===== config.mk =====
export PLATFORM = sky130hd
export DESIGN_NAME = step_pulse_shaper
export DESIGN_NICKNAME = d
export VERILOG_FILES = /design/src/rtl/step_pulse_shaper.sv
export SDC_FILE = /design/constraint.sdc
export NUM_CORES = 1
export LEC_CHECK = 0
export BUFFER_PORTS_ARGS = -buffer_cell sky130_fd_sc_hd__buf_2
export CAP_MARGIN = 20
export CORE_MARGIN = 5
export CORE_UTILIZATION = 60
export CTS_CLUSTER_SIZE = 14
export DETAILED_ROUTE_END_ITERATION = 10
export GPL_TIMING_DRIVEN = 0
export PLACE_DENSITY = 0.87
export SYNTH_ARGS = -nofsm -noshare
export SYNTH_HDL_FRONTEND = slang
export SYNTH_SLANG_ARGS = --single-unit

===== constraint.sdc =====
create_clock -name clk -period 7.1 [get_ports clk]
set_input_delay 1.42 -clock clk [delete_from_list [all_inputs] [get_ports clk]]
set_output_delay 1.42 -clock clk [all_outputs]
set_load 0.05 [all_outputs]

===== src/rtl/step_pulse_shaper.sv =====
// STEP/DIR shaper: turns divider rate ticks into driver-legal pulses with
// DIR setup, minimum high/low widths, target stopping and a position count.
module step_pulse_shaper #(
    parameter int POS_BITS         = 32,
    parameter int PULSE_CYCLES     = 50,
    parameter int DIR_SETUP_CYCLES = 20,
    parameter int CNT_BITS         = 16
) (
    input  logic                clk,
    input  logic                rst_n,
    input  logic                enable,
    input  logic                step_req,
    input  logic [POS_BITS-1:0] target_pos,
    input  logic                pos_load,
    input  logic [POS_BITS-1:0] pos_load_value,
    input  logic                overrun_clr,
    output logic                step,
    output logic                dir,
    output logic [POS_BITS-1:0] position,
    output logic                busy,
    output logic                at_target,
    output logic                overrun
);

    typedef enum logic [1:0] {
        IDLE,
        DIR_SETUP,
        PULSE_HIGH,
        PULSE_LOW
    } state_t;

    localparam logic [CNT_BITS-1:0] PULSE_LAST = CNT_BITS'(PULSE_CYCLES - 1);
    localparam logic [CNT_BITS-1:0] SETUP_LAST = CNT_BITS'(DIR_SETUP_CYCLES - 1);
    localparam logic [CNT_BITS-1:0] CNT_ONE    = CNT_BITS'(1);
    localparam logic [POS_BITS-1:0] POS_ONE    = POS_BITS'(1);

    state_t                state, state_n;
    logic [CNT_BITS-1:0]   cnt, cnt_n;
    logic                  step_n, dir_n;
    logic [POS_BITS-1:0]   pos_n;
    logic                  pending, pending_n;
    logic                  overrun_n;
    logic                  step_req_d;
    logic                  tick;
    logic                  want;
    logic                  clr_pend;

    assign tick      = step_req & ~step_req_d;
    assign want      = $signed(target_pos) > $signed(position);
    assign busy      = (state != IDLE);
    assign at_target = (position == target_pos);

    always_ff @(posedge clk) begin
        if (!rst_n) begin
            state      <= IDLE;
            cnt        <= '0;
            step       <= 1'b0;
            dir        <= 1'b0;
            position   <= '0;
            pending    <= 1'b0;
            overrun    <= 1'b0;
            step_req_d <= 1'b0;
        end else begin
            state      <= state_n;
            cnt        <= cnt_n;
            step       <= step_n;
            dir        <= dir_n;
            position   <= pos_n;
            pending    <= pending_n;
            overrun    <= overrun_n;
            step_req_d <= step_req;
        end
    end

    always_comb begin
        state_n   = state;
        cnt_n     = cnt;
        step_n    = step;
        dir_n     = dir;
        pos_n     = position;
        clr_pend  = 1'b0;
        pending_n = pending;
        overrun_n = overrun;

        unique case (state)
            IDLE: begin
                // a load wins over starting a pulse; the request stays queued
                if (pos_load) begin
                    pos_n = pos_load_value;
                end else if (pending && enable) begin
                    if (position == target_pos) begin
                        clr_pend = 1'b1;
                    end else if (want != dir) begin
                        dir_n   = want;
                        cnt_n   = SETUP_LAST;
                        state_n = DIR_SETUP;
                    end else begin
                        step_n   = 1'b1;
                        clr_pend = 1'b1;
                        cnt_n    = PULSE_LAST;
                        state_n  = PULSE_HIGH;
                    end
                end
            end
            DIR_SETUP: begin
                if (cnt == '0) begin
                    step_n   = 1'b1;
                    clr_pend = 1'b1;
                    cnt_n    = PULSE_LAST;
                    state_n  = PULSE_HIGH;
                end else begin
                    cnt_n = cnt - CNT_ONE;
                end
            end
            PULSE_HIGH: begin
                if (cnt == '0) begin
                    step_n  = 1'b0;
                    pos_n   = dir ? position + POS_ONE : position - POS_ONE;
                    cnt_n   = PULSE_LAST;
                    state_n = PULSE_LOW;
                end else begin
                    cnt_n = cnt - CNT_ONE;
                end
            end
            PULSE_LOW: begin
                if (cnt == '0) begin
                    state_n = IDLE;
                end else begin
                    cnt_n = cnt - CNT_ONE;
                end
            end
            default: state_n = IDLE;
        endcase

        if (clr_pend) pending_n = 1'b0;
        if (tick && !pending) pending_n = 1'b1;
        if (!enable) pending_n = 1'b0;

        if (overrun_clr) overrun_n = 1'b0;
        if (tick && pending) overrun_n = 1'b1;
    end

endmodule


======== Word level (Yosys, flattened, before mapping) ========
Cells that the tools add are included.
word-level totals
  input port bits ......................... 70
  output and inout bits ................... 37
  flip-flop bits (word level) ............. 55
cells by class
  magnitude comparators ................... 1
  bitwise gates (word level) .............. 4
  muxes and demuxes ....................... 36
  reduce and logical (&&, ||, !) cells .... 18
  eq/ne operators ......................... 14
  add/subtract/negate cells ............... 3
operators by type and width
  operator               number
  $mux 32                3
  $mux 16                5
  $pmux 32 s2            1
  $pmux 16 s3            1
  $add 32x1->32 const B  1
  $eq 32x32->1           1
  $gt 32x32->1           1
  $sub 32x1->32 const B  1
  $ne 2x2->1 const B     9
  $logic_not 16->1       1
  $sub 16x1->16 const B  1
  $mux 1                 15
  $mux 2                 7
  $pmux 2 s4             1
  $reduce_bool 2->1      4
  $reduce_and 7->1       1
  $mux 6                 1
  $reduce_and 6->1       1
  $reduce_and 5->1       1
  $eq 2x2->1 const B     2
  $reduce_and 4->1       1
  $logic_and 1x1->1      3
  $not 1->1              3
  $pmux 1 s3             1
  10 further kinds       10

======== Depth between registers and ports, before layout ========
Gate-level depths: netlist of run 1.
  word-level depth ........................ 9
  depth in mapped cells ................... 12

======== Worst setup path before layout of run 1 ========
Ideal clock, no wire load.
  path kind ............................... input to output
  from .................................... input port target_pos[31]
  to ...................................... output port at_target
  stages .................................. 5
  arrival time ............................ 3.932 ns
  setup slack ............................. 1.748 ns
  required time ........................... 5.680 ns
  cell sequence ........................... ha_1 nand4_1 nor4_1 inv_1 nor4_1
on the way
  longest elaborated chain between the ends .. 1
RTL lines
  item                RTL line  source
  start: declaration  13        input logic [POS_BITS-1:0] target_pos,
  $eq 32x32->1        51        assign at_target = (position == target_pos);
  end: declaration    21        output logic at_target,
No other way between the ends.

======== Worst setup path after layout of run 1 ========
Ends and elaborated chain as after synthesis.

==> flow_summary_export.csv, run 1 <==
group,metric,value,unit
outcome,status,"completed",
synthesis,ys_ff_latch,55,
synthesis,synth_area_leaders,"dfxtp_1, ha_1, a21oi_1",
clock_tree,htreeDepth,2,
setup_path,cp_max_fo,4,
finish,design_area,0.00580,mm^2
place,routabilityCongestion,0.955,
clock_tree,ctsLongestPathBuffers,2,
setup_path,criticalPathCategory,"in -> out",
detailed_routing,vias,5381,
finish,regArea,0.00110,mm^2
place,place_worst_setup_slack,2.13,ns
synthesis,synth_area_per_cell,7.95,um^2
clock_tree,cts-root-buf,"clkbuf_8",
global_route,grt_max_degree,21,
synthesis,synth_cell_types,62,
flow_run,drv_cap,0,
sta,final-max-slew-violation-count,0,
synthesis,syn_inst,632,
detailed_routing,routed_wl,15300,um
finish,syn_to_final_growth,15.4,%
synthesis,synth_top_area_share,21.9,%
clock_tree,ctsResizeCount,0,
sta,setup-violations-final,0,
sta,timing.hold.ws,0.513,ns
clock_tree,post_cts_buffers,0,
finish,diodes,0,
min_path,hold_depth,2,
pwr,peakVddDrop,233,uV
synthesis,syn_nets,772,
synthesis,synth_top_cell_by_area,"dfxtp_1",
sta,rsz0062_at_grt,"false",
floorplan,die_h,102,um
pwr,power,3.07,mW
sta,fin_crit_sh,71.5,%
setup_path,critPathLaunchType,"input pin",
min_path,min-delay-start,"position[2]",
synthesis,synth_edf_count,0,
global_route,grt_pass1_vias,5422,
finish,nFillCells,685,
synthesis,synth.most_common_cell,"ha_1",
sta,fmax,197,MHz
detailed_routing,drtAntennaViolNets,0,
sta,tightest_slew,0.940,ns
clock_tree,clk_latency,0.33,ns
setup_path,reg2reg_slack,2.63,ns
synthesis,async_flop_share,0,%
min_path,whs_endpoint,"position[2]",
finish,layout.nets,885,
place,hpwl,12000,um
pwr,power.density,529,mW/mm^2
sta,setup-tns-final,0,ns
setup_path,worstPathRequired,5.68,ns
finish,drive_gt1_share,19.2,%
floorplan,die_x,102,um
global_route,overflow,0,
synthesis,syn_area,0.00502,mm^2
sta,skew,0.0122,ns
pwr,power.leakage,2.62,nW
finish,multiInputGateArea,0.00362,mm^2
floorplan,rows,33,
synthesis,ys_seq_area_share,21.9,%
detailed_routing,routed_via_density,6.32,
detailed_routing,drc,0,
setup_path,worst_setup_path_end_kind,"output port",
synthesis,yosys-top-cells-count,"ha_1, a21oi_1, dfxtp_1",
place,io_buffer_count,105,
global_route,antenna_found_initial,0,
floorplan,die_area,0.0103,mm^2
setup_path,reg2reg_depth,12,
setup_path,r2r_end,"position[28]",
sta,worst_slack,2.02,ns
global_route,grt_util_all_layers,29.8,%
setup_path,r2r_start,"dir",
place,placed_cell_area,0.00571,mm^2
global_route,grt_pass1_wl,24700,um
detailed_routing,drt-pass1-iter-count,6,
place,dp.cells,843,
synthesis,synth_ff_type,"dfxtp_1",
synthesis,synth_warnings,0,
clock_tree,ctsHoldBuffers,0,
floorplan,start_util,61.5,%
floorplan,design.core.area,0.00818,mm^2
sta,slew_headroom,37.3,%
clock_tree,cts_sinks,55,
floorplan,num_io_pins,107,
sta,min_period,5.08,ns
clock_tree,cts_tree,"yes",
clock_tree,numCtsBuffers,5,
finish,stdcell_count,851,
finish,final_util,70.9,%
min_path,hold_path_class,"reg -> reg",
sta,hold_viol_final,0,
clock_tree,clkSlewWorstSetupHoldPaths,0.10,ns
detailed_routing,routedWlPerCell,18.0,um
setup_path,worst_ep_arrival_time,3.66,ns
detailed_routing,drtIter0Drc,395,
## report_power, final
group	total [mW]	switching, mW	leakage (nW)	internal, mW
clock network	0.191	0.120	0.0454	0.0715
registers	0.547	0.122	0.453	0.425
logic	2.33	1.44	2.12	0.890
## how the worst max path moves through the flow
stage          depth (start not counted)            from  slack [ns]        end
3_3_place_gp                           7  target_pos[31]        2.17  at_target
6_report                               7  target_pos[31]        2.02  at_target
2_1_floorplan                          5  target_pos[31]        1.75  at_target
4_1_cts                                7  target_pos[31]        2.13  at_target
3_5_place_dp                           7  target_pos[31]        2.13  at_target
5_1_grt                                7  target_pos[31]        1.98  at_target
## state kept, by name, indices dropped and copies added (netlist names)
| signal | flops |
|---|---|
| position | 32 |
| cnt | 16 |
| state | 2 |
| dir | 1 |
| overrun | 1 |
| pending | 1 |
| step | 1 |
| step_req_d | 1 |
## worst max-delay path: stages
cell and delay (ns):
buf_2 0.10, ha_1 0.30, nand4_1 0.18, nor4_1 0.81, inv_1 0.12, nor4_1 0.38, buf_2 0.33
## cell usage in the layout, fill, tap and decap left out, types with 4 or more instances in the layout
| cell | count |
|---|---|
| nor4_1 | 8 |
| mux2i_1 | 16 |
| nand2_1 | 45 |
| clkbuf_1 | 14 |
| nand2b_1 | 8 |
| buf_2 | 110 |
| nor3_1 | 12 |
| nor2_1 | 47 |
| a31oi_1 | 13 |
| a21oi_1 | 60 |
| a21o_1 | 24 |
| o21ai_1 | 4 |
| clkbuf_8 | 5 |
| o21bai_1 | 4 |
| nand3_1 | 13 |
| and3_1 | 4 |
| inv_1 | 51 |
| o21a_1 | 7 |
| ha_1 | 69 |
| dfxtp_1 | 55 |
| nor2b_1 | 10 |
| xor2_1 | 13 |
| a221oi_2 | 5 |
| or3_1 | 5 |
| a211oi_1 | 19 |
| o21ai_0 | 28 |
| o211ai_1 | 6 |
| nand4_1 | 11 |
| a221oi_1 | 4 |
| xnor2_1 | 23 |
## layout make-up
class                      count  share of cell area (%)
multi-input combinational    503                    62.4
buffer                        21                    1.79
clock inverter                 2                   0.302
tap                          105                    2.27
sequential                    55                    19.0
clock buffer                   6                    1.25
timing repair buffer         106                    9.54
inverter                      53                    3.43
## logic make-up after synthesis
kind of cell               after synthesis  synth area share (%)
and+or+nand+nor                        178                  17.6
xor gates and xnor gates                36                  6.27
muxes                                   18                  3.64
adders and majority gates               70                  17.6
buffers and inverters                   74                  6.03
AOI/OAI and AO/OA                      201                  27.0
DFF                                     55                  21.9
## layer usage
metal	routed length, um	part of all wire (%)	GRT usage, %	vias up
met2	7150	47	50.6	308
met3	1550	10	5.44	56
met5	0	0	0	-
met4	536	3.5	13.2	0
li1	-	-	-	2543
met1	6100	40	36.6	2474
Power figures use the tool's default switching activity.
==> run 2: changes to the inputs <==
- CORE_UTILIZATION: 60 -> 51
- PLACE_DENSITY: 0.87 -> 0.78
- clock period: 7.1 -> 4.5 ns (I/O delays scaled with it)
==> flow_summary_export.csv, run 2 (same netlist as run 1, synthesis figures left out) <==
group,metric,value,unit
finish,largest_register_ffs,32,
sta,min_period,4.17,ns
pwr,power.leakage,2.63,nW
clock_tree,htreeDepth,2,
sta,slew_headroom,39.4,%
clock_tree,clkSlewWorstSetupHoldPaths,0.11,ns
setup_path,cp_max_fo,21,
setup_path,critPathTopFamily,"compound AO/OA/AOI/OAI gates",
setup_path,cp-endpoint,"position[31]",
finish,layout.nets,885,
global_route,grt_pass1_vias,5250,
clock_tree,cts_tree,"yes",
floorplan,die_h,109,um
floorplan,die_area,0.0119,mm^2
finish,syn_to_final_growth,16.3,%
clock_tree,cts-root-buf,"clkbuf_8",
pwr,pwr-share-comb,75.5,%
finish,nFillCells,886,
global_route,overflow,0,
finish,largest-register,"position",
pwr,clkPwrFrac,6.6,%
setup_path,crit_top_cell,"nand2_1",
sta,tightest_slew,0.908,ns
flow_run,drv_cap,0,
finish,final_cell_mix,"buf_2, ha_1, a21oi_1, dfxtp_1, inv_1",
sta,skew,0.0132,ns
sta,fmax,240,MHz
global_route,grt_max_degree,22,
setup_path,reg2reg_slack,0.33,ns
place,routabilityCongestion,0.923,
sta,fin_crit_sh,92.7,%
pwr,p_switching,2.64,mW
setup_path,path_depth,12,
global_route,antenna_found_initial,0,
clock_tree,ctsResizeCount,0,
clock_tree,clk_latency,0.33,ns
detailed_routing,vias,5194,
clock_tree,ctsHoldBuffers,0,
setup_path,reg2reg_depth,12,
setup_path,criticalPathCategory,"reg -> reg",
clock_tree,numCtsBuffers,5,
setup_path,worstPathRequired,4.76,ns
sta,rsz0062_at_grt,"false",
floorplan,die_x,109,um
detailed_routing,drtAntennaViolNets,0,
clock_tree,ctsLongestPathBuffers,2,
floorplan,rows,36,
setup_path,critPathLaunchType,"flip-flop",
pwr,pwr-share-seq,17.9,%
outcome,status,"completed",
clock_tree,post_cts_buffers,0,
setup_path,worst_setup_path_end_kind,"flip-flop",
sta,setup-tns-final,0,ns
global_route,grt_pass1_wl,25100,um
detailed_routing,routed_wl,15300,um
detailed_routing,drt-pass1-iter-count,5,
detailed_routing,routed_via_density,5.91,
pwr,power.density,827,mW/mm^2
detailed_routing,drc,0,
pwr,power,4.83,mW
setup_path,worst_ep_arrival_time,4.43,ns
floorplan,design.core.area,0.00968,mm^2
setup_path,path_buf_inv,2,
sta,setup-violations-final,0,
min_path,hold_path_class,"reg -> reg",
sta,hold_viol_final,0,
global_route,grt_util_all_layers,26.4,%
floorplan,num_io_pins,107,
finish,diodes,0,
finish,reg_top3,"position: 32 flops, cnt: 16 flops, state: 2 flops",
pwr,p_sw_share,54.7,%
floorplan,start_util,51.9,%
detailed_routing,drtIter0Drc,299,
setup_path,setup.worst_path.start,"dir",
min_path,min-delay-start,"position[10]",
setup_path,crit_chain,"clkinvlp_4 > buf_16 > ha_1 > nand2_1 > nor4_1 > nand2_1 > a21oi_1 > o21ai_0 > o31a_1 > o211ai_1 > mux2_2 > a31oi_1",
finish,drive_gt1_share,19.4,%
setup_path,r2r_end,"position[31]",
pwr,p_int,2.19,mW
place,hpwl,12200,um
setup_path,slowest_stage,"dfxtp_1",
setup_path,r2r_start,"dir",
finish,final_common_cell,"buf_2",
detailed_routing,routedWlPerCell,17.4,um
place,io_buffer_count,105,
setup_path,slowest_delay,0.52,ns
sta,final-max-slew-violation-count,0,
clock_tree,cts_sinks,55,
pwr,peakVddDrop,350,uV
## run 2: changes by cell type in the layout (fill, tap and decap cells not counted), sizes merged
cell | before | now
clkinv | 4 | 1
clkbuf | 19 | 18
inv | 51 | 54
clkinvlp | 0 | 1
## run 2: power groups by stage
stage               clock network, mW  logic (mW)  registers, mW
finish                          0.318        3.65          0.864
floorplan                           0        2.47           1.18
CTS                             0.319        3.60          0.859
global route                    0.344        4.01          0.889
detailed placement                  0        3.58          0.871
global placement                    0        3.48          0.860
## run 2: how the worst min path moves through the flow
stage	to	slack, ns	depth (start not counted)
after CTS	position[2]	0.52	2
after floorplan	cnt[10]	0.47	2
after detailed placement	position[2]	0.49	2
final	position[10]	0.52	2
after global routing	cnt[15]	0.56	2
after global placement	cnt[10]	0.48	2
## run 2: routing by layer
layer | track usage (%) | vias to the layer above | share of wire (%)
li1 | - | 2551 | -
met1 | 33.6 | 2411 | 44
met2 | 45.8 | 201 | 47
met3 | 4.09 | 31 | 7.4
met4 | 8.55 | 0 | 2.2
met5 | 0 | - | 0
## run 2: per-stage QoR
stage               hold WS (ns)  utilization (%)  instance area, um^2  worst slack, ns  cells
finish                     0.517             60.4                 5850            0.329    879
global route               0.555             60.4                 5850           0.0210    879
CTS                        0.516             60.3                 5840            0.152    879
detailed placement         0.494             59.3                 5740            0.170    871
global placement           0.480             59.0                 5720           -0.281    870
floorplan                  0.467                -                 5020            0.188    632
## run 2: tightest hold or removal path: stages (launching register included)
cell	delay (ns)
dfxtp_1	0.36
nand2_1	0.07
a21oi_1	0.05
## run 2: final cells by class
| class | instances | area, um^2 | share of cell area [%] |
|---|---|---|---|
| plain buffers | 21 | 104 | 1.78 |
| clock buffers | 5 | 68.8 | 1.18 |
| clock inverters | 3 | 28.8 | 0.492 |
| inverters | 53 | 203 | 3.47 |
| multi-input cells | 503 | 3620 | 61.9 |
| flip-flops and latches | 55 | 1100 | 18.8 |
| well taps | 133 | 166 | 2.85 |
| repair buffers | 106 | 553 | 9.46 |
